==> src/rtl/ext_bus_arbiter.sv <==
// Two-master round-robin arbiter and strobe/ready sequencer for the external memory bus.
// Master 0 is the CPU load/store path, master 1 the DMA/loader; one transfer in flight at a time.
module ext_bus_arbiter #(
    parameter int ADDR_W  = 32,
    parameter int DATA_W  = 32,
    parameter int TIMEOUT = 64,
    parameter int CNT_W   = 7
) (
    input  logic              i_clk,
    input  logic              i_rst,
    input  logic              i_m0_req,
    input  logic              i_m0_we,
    input  logic [ADDR_W-1:0] i_m0_addr,
    input  logic [DATA_W-1:0] i_m0_wdata,
    output logic              o_m0_ack,
    output logic              o_m0_err,
    output logic [DATA_W-1:0] o_m0_rdata,
    input  logic              i_m1_req,
    input  logic              i_m1_we,
    input  logic [ADDR_W-1:0] i_m1_addr,
    input  logic [DATA_W-1:0] i_m1_wdata,
    output logic              o_m1_ack,
    output logic              o_m1_err,
    output logic [DATA_W-1:0] o_m1_rdata,
    output logic              o_bus_clk,
    output logic              o_bus_we,
    output logic [ADDR_W-1:0] o_bus_addr,
    output logic [DATA_W-1:0] o_bus_data,
    input  logic [DATA_W-1:0] i_bus_data,
    input  logic              i_bus_data_ready,
    output logic              o_grant,
    output logic              o_busy
);

    typedef enum logic [1:0] {
        S_IDLE    = 2'd0,
        S_STROBE  = 2'd1,
        S_RELEASE = 2'd2
    } state_t;

    localparam logic [CNT_W-1:0] TIMEOUT_CNT = CNT_W'(TIMEOUT - 1);

    state_t            state_q, state_d;
    logic [CNT_W-1:0]  cnt_q, cnt_d;
    logic              pref_q, pref_d;
    logic              grant_q, grant_d;
    logic              busy_q, busy_d;
    logic              bus_clk_q, bus_clk_d;
    logic              bus_we_q, bus_we_d;
    logic [ADDR_W-1:0] bus_addr_q, bus_addr_d;
    logic [DATA_W-1:0] bus_data_q, bus_data_d;
    logic              m0_ack_q, m0_ack_d;
    logic              m0_err_q, m0_err_d;
    logic [DATA_W-1:0] m0_rdata_q, m0_rdata_d;
    logic              m1_ack_q, m1_ack_d;
    logic              m1_err_q, m1_err_d;
    logic [DATA_W-1:0] m1_rdata_q, m1_rdata_d;

    logic              any_req;
    logic              win;
    logic              timed_out;
    logic              done;
    logic              done_err;
    logic [DATA_W-1:0] done_data;

    // On a tie the master that was not granted last wins; a lone requester always wins.
    always_comb begin
        any_req   = i_m0_req | i_m1_req;
        win       = (i_m0_req && i_m1_req) ? pref_q : i_m1_req;
        timed_out = (cnt_q == TIMEOUT_CNT);
    end

    always_ff @(posedge i_clk or posedge i_rst) begin
        if (i_rst) begin
            state_q <= S_IDLE;
        end else begin
            state_q <= state_d;
        end
    end

    always_comb begin
        state_d = state_q;
        case (state_q)
            S_IDLE:    if (any_req) state_d = S_STROBE;
            S_STROBE:  if (i_bus_data_ready || timed_out) state_d = S_RELEASE;
            S_RELEASE: if (!i_bus_data_ready) state_d = S_IDLE;
            default:   state_d = S_IDLE;
        endcase
    end

    always_comb begin
        cnt_d      = cnt_q;
        pref_d     = pref_q;
        grant_d    = grant_q;
        bus_clk_d  = bus_clk_q;
        bus_we_d   = bus_we_q;
        bus_addr_d = bus_addr_q;
        bus_data_d = bus_data_q;
        m0_ack_d   = 1'b0;
        m0_err_d   = 1'b0;
        m0_rdata_d = m0_rdata_q;
        m1_ack_d   = 1'b0;
        m1_err_d   = 1'b0;
        m1_rdata_d = m1_rdata_q;
        done       = 1'b0;
        done_err   = 1'b0;
        done_data  = '0;
        case (state_q)
            S_IDLE: begin
                if (any_req) begin
                    bus_we_d   = win ? i_m1_we    : i_m0_we;
                    bus_addr_d = win ? i_m1_addr  : i_m0_addr;
                    bus_data_d = win ? i_m1_wdata : i_m0_wdata;
                    bus_clk_d  = 1'b1;
                    grant_d    = win;
                    pref_d     = ~win;
                    cnt_d      = '0;
                end
            end
            S_STROBE: begin
                cnt_d = cnt_q + CNT_W'(1);
                // Ready takes priority over a timeout landing in the same cycle.
                if (i_bus_data_ready) begin
                    bus_clk_d = 1'b0;
                    done      = 1'b1;
                    done_data = i_bus_data;
                end else if (timed_out) begin
                    bus_clk_d = 1'b0;
                    done      = 1'b1;
                    done_err  = 1'b1;
                    done_data = '1;
                end
            end
            default: ;
        endcase
        if (done) begin
            if (grant_q) begin
                m1_ack_d   = 1'b1;
                m1_err_d   = done_err;
                m1_rdata_d = done_data;
            end else begin
                m0_ack_d   = 1'b1;
                m0_err_d   = done_err;
                m0_rdata_d = done_data;
            end
        end
        busy_d = (state_d != S_IDLE);
    end

    always_ff @(posedge i_clk or posedge i_rst) begin
        if (i_rst) begin
            cnt_q      <= '0;
            pref_q     <= 1'b0;
            grant_q    <= 1'b0;
            busy_q     <= 1'b0;
            bus_clk_q  <= 1'b0;
            bus_we_q   <= 1'b0;
            bus_addr_q <= '0;
            bus_data_q <= '0;
            m0_ack_q   <= 1'b0;
            m0_err_q   <= 1'b0;
            m0_rdata_q <= '0;
            m1_ack_q   <= 1'b0;
            m1_err_q   <= 1'b0;
            m1_rdata_q <= '0;
        end else begin
            cnt_q      <= cnt_d;
            pref_q     <= pref_d;
            grant_q    <= grant_d;
            busy_q     <= busy_d;
            bus_clk_q  <= bus_clk_d;
            bus_we_q   <= bus_we_d;
            bus_addr_q <= bus_addr_d;
            bus_data_q <= bus_data_d;
            m0_ack_q   <= m0_ack_d;
            m0_err_q   <= m0_err_d;
            m0_rdata_q <= m0_rdata_d;
            m1_ack_q   <= m1_ack_d;
            m1_err_q   <= m1_err_d;
            m1_rdata_q <= m1_rdata_d;
        end
    end

    assign o_m0_ack   = m0_ack_q;
    assign o_m0_err   = m0_err_q;
    assign o_m0_rdata = m0_rdata_q;
    assign o_m1_ack   = m1_ack_q;
    assign o_m1_err   = m1_err_q;
    assign o_m1_rdata = m1_rdata_q;
    assign o_bus_clk  = bus_clk_q;
    assign o_bus_we   = bus_we_q;
    assign o_bus_addr = bus_addr_q;
    assign o_bus_data = bus_data_q;
    assign o_grant    = grant_q;
    assign o_busy     = busy_q;

endmodule

==> config.mk <==
export PLATFORM = sky130hd
export DESIGN_NAME = ext_bus_arbiter
export DESIGN_NICKNAME = d
export VERILOG_FILES = /design/src/rtl/ext_bus_arbiter.sv
export SDC_FILE = /design/constraint.sdc
export NUM_CORES = 1
export LEC_CHECK = 0
export CAP_MARGIN = 20
export CELL_PAD_IN_SITES_DETAIL_PLACEMENT = 0
export CELL_PAD_IN_SITES_GLOBAL_PLACEMENT = 1
export CORE_UTILIZATION = 31
export CTS_CLUSTER_SIZE = 25
export DETAILED_ROUTE_END_ITERATION = 12
export GPL_ROUTABILITY_DRIVEN = 1
export PLACE_DENSITY = 0.83
export SYNTH_ARGS = -nofsm -noshare
export SYNTH_HDL_FRONTEND = slang
export SYNTH_SLANG_ARGS = --single-unit
==> constraint.sdc <==
create_clock -name i_clk -period 5 [get_ports i_clk]
set_clock_uncertainty 0.15 [all_clocks]
set_input_delay 0.5 -clock i_clk [delete_from_list [all_inputs] [get_ports i_clk]]
set_output_delay 0.5 -clock i_clk [all_outputs]
set_load 0.01 [all_outputs]
==> flow_summary.json <==
{
  "fin_nets": 1026,
  "synthesis.nets": 747,
  "cts_resized": 0,
  "drt_iter0_markers": 232,
  "layout_commonest_cell": "clkdlybuf4s50_1",
  "synth_cell_type_count": 41,
  "cp-end-kind": "flop",
  "nFillCells": 1877,
  "root_buffer": "clkbuf_16",
  "p_total_uw": 6210,
  "async_reset_ff_share_pct": 100,
  "cpMaxStageDelayCell": "clkdlybuf4s50_1",
  "yosys_warnings": 0,
  "vias": 5772,
  "crit_type": "input port to flop",
  "synth_compound_area_share_pct": 30.4,
  "hp-class": "flop to flop",
  "hold_violations": 0,
  "rows": 52,
  "rsz0062_at_grt": "no",
  "cts_max_level": 4,
  "gp_congestion": 0.754,
  "worstReg2RegStart": "state_q[1]",
  "synthesis.area_mm2": 0.00645,
  "status": "completed",
  "clk_pin_slew_ps": 60,
  "grt_pass1_wl_um": 32700,
  "first_pass_iters": 4,
  "multiInputGateArea_mm2": 0.00226,
  "drt-total-wl_um": 20200,
  "min_from": "cnt_q[5]",
  "grt_max_degree": 85,
  "p_leak_uw": 0.00421,
  "tightest_slew_ps": 952,
  "cts.sinks": 146,
  "synth_mux_area_share_pct": 0.485,
  "area_delta_synth_final_pct": 57.9,
  "cp_max_fo": 41,
  "postCtsSetupBuffers": 0,
  "syn_inst": 579,
  "setup_viol": 0,
  "period_needed_ps": 2360,
  "crit_arrival_ps": 2510,
  "drive_gt1_share_pct": 5.86,
  "setup_ws_ps": 2640,
  "hold_ws_ps": 317,
  "numCtsBuffers": 17,
  "startpoint_type": "input port",
  "core_mm2": 0.0203,
  "cts_buffer_depth": 2,
  "fmax_mhz": 424,
  "antenna_cells": 0,
  "viasPerCell": 5.06,
  "post_synth_fa_ha_maj_area_fraction_pct": 0.194,
  "hpwl_um": 13400,
  "ys_seq_area_share_pct": 56.7,
  "cap_viol_max_count": 0,
  "timing.slew.headroom_pct": 36.5,
  "ios": 303,
  "die_h_um": 146,
  "cts_tree": "done",
  "io_buffers": 302,
  "final_cell_mix": "clkdlybuf4s50_1 (302), dfrtp_1 (146), a21oi_1 (67)",
  "synthFlopType": "dfrtp_1",
  "avgSynthCellArea_um2": 11.1,
  "drc": 0,
  "grt_overflow": 0,
  "fin_crit_sh_pct": 47.2,
  "crit_start": "i_m1_req",
  "peakVddDrop_mv": 0.316,
  "die_width_um": 146,
  "p_per_area_mw_per_mm2": 610,
  "seqCellArea_mm2": 0.00365,
  "yosys_register_bits": 146,
  "place_ws_ps": 2190,
  "cts_hold_repair.buffers": 0,
  "dieArea_mm2": 0.0214,
  "finish.utilization_pct": 50.1,
  "timing.final.max_slew_violations": 0,
  "initial_core_util_pct": 31.8,
  "fin_tns_setup_ps": 0,
  "synthSimpleGateAreaFrac_pct": 3.67,
  "grt_antenna_before_repair": 0,
  "max_stage_delay_ps": 520,
  "ant_nets": 0,
  "grt_pass1_vias": 6065,
  "synthXorXnorAreaFrac_pct": 0,
  "insertion_delay_ps": 410,
  "synth_top_family_by_area": "compound AO/OA/AOI/OAI gates",
  "path_cells": "clkdlybuf4s50_1 > or2_2 > buf_4 > a21oi_1 > a211o_1",
  "synth_edf_count": 0,
  "cp.required_ps": 5150,
  "grt_usage_pct": 19.5,
  "wl_per_cell_um": 17.7
}
[per-stage QoR]
| stage | instances | instance area, um2 |
|---|---|---|
| 4_1_cts | 1141 | 10200 |
| 2_1_floorplan | 579 | 6450 |
| 6_report | 1141 | 10200 |
| 3_3_place_gp | 1109 | 9600 |
| 5_1_grt | 1141 | 10200 |
| 3_5_place_dp | 1109 | 9600 |
[synth_stat cells, drive strengths merged, types with 7 or more instances]
cell	number	area share [%]
dfrtp	146	57
a21oi	68	5.3
inv	67	3.9
a21boi	65	7.6
a221o	65	10
o22ai	64	6.2
buf	43	4.2
clkbuf	8	0.49
nand2	7	0.41
o21ai	7	0.54
[critical path: cells and delay by family]
kind                   cells  cell delay (ps)
and+or+nand+nor            1              450
AOI/OAI and AO/OA          2              530
buffers and inverters      2             1010
[per-layer routing]
metal | part of all wire (%) | wire, um | track usage (%) | up-vias
met3 | 7.8 | 1580 | 5.91 | 30
met2 | 48 | 9620 | 31.6 | 233
li1 | - | - | - | 2726
met1 | 42 | 8570 | 24.3 | 2783
met4 | 2.3 | 455 | 7.40 | 0
met5 | 0 | 0 | 0 | -
[report_power, final]
part	internal, uW	switching, uW	total [uW]
clock network	721	532	1250
logic	1610	1280	2900
registers	1710	356	2060
total	4040	2170	6210
[cell families after synthesis]
| kind of cell | Yosys count |
|---|---|
| compound gates | 275 |
| simple gates | 36 |
| flops | 146 |
| mux | 3 |
| buf+inv | 118 |
| fa+ha+maj | 1 |
[worst paths after layout]
check                                 end  slack (ps)  cells past startpoint
hold reg to reg                  cnt_q[5]         320                      1
min in group asynchronous  o_bus_data[22]         420                      2
hold / removal                   cnt_q[5]         320                      1
setup reg to reg           o_m0_rdata[26]        2760                      3
max in group asynchronous  o_bus_addr[31]        3150                      3
setup / recovery                 cnt_q[3]        2640                      5
[sequential cells by signal, summed over array words and instances, names as in the netlist, 2 cells and up]
| register | count |
|---|---|
| state_q | 2 |
| o_bus_data | 32 |
| o_m0_rdata | 32 |
| cnt_q | 7 |
| o_m1_rdata | 32 |
| o_bus_addr | 32 |
[final cells by class]
class                           count  share of cell area, %
Clock buffer                       19                   4.45
Clock inverter                     13                   1.23
Inverter                           67                   2.52
Multi-Input combinational cell    315                   22.2
Sequential cell                   146                   35.9
Tap cell                          270                   3.32
Timing Repair Buffer              311                   30.4
Power figures use the tool's default switching activity.
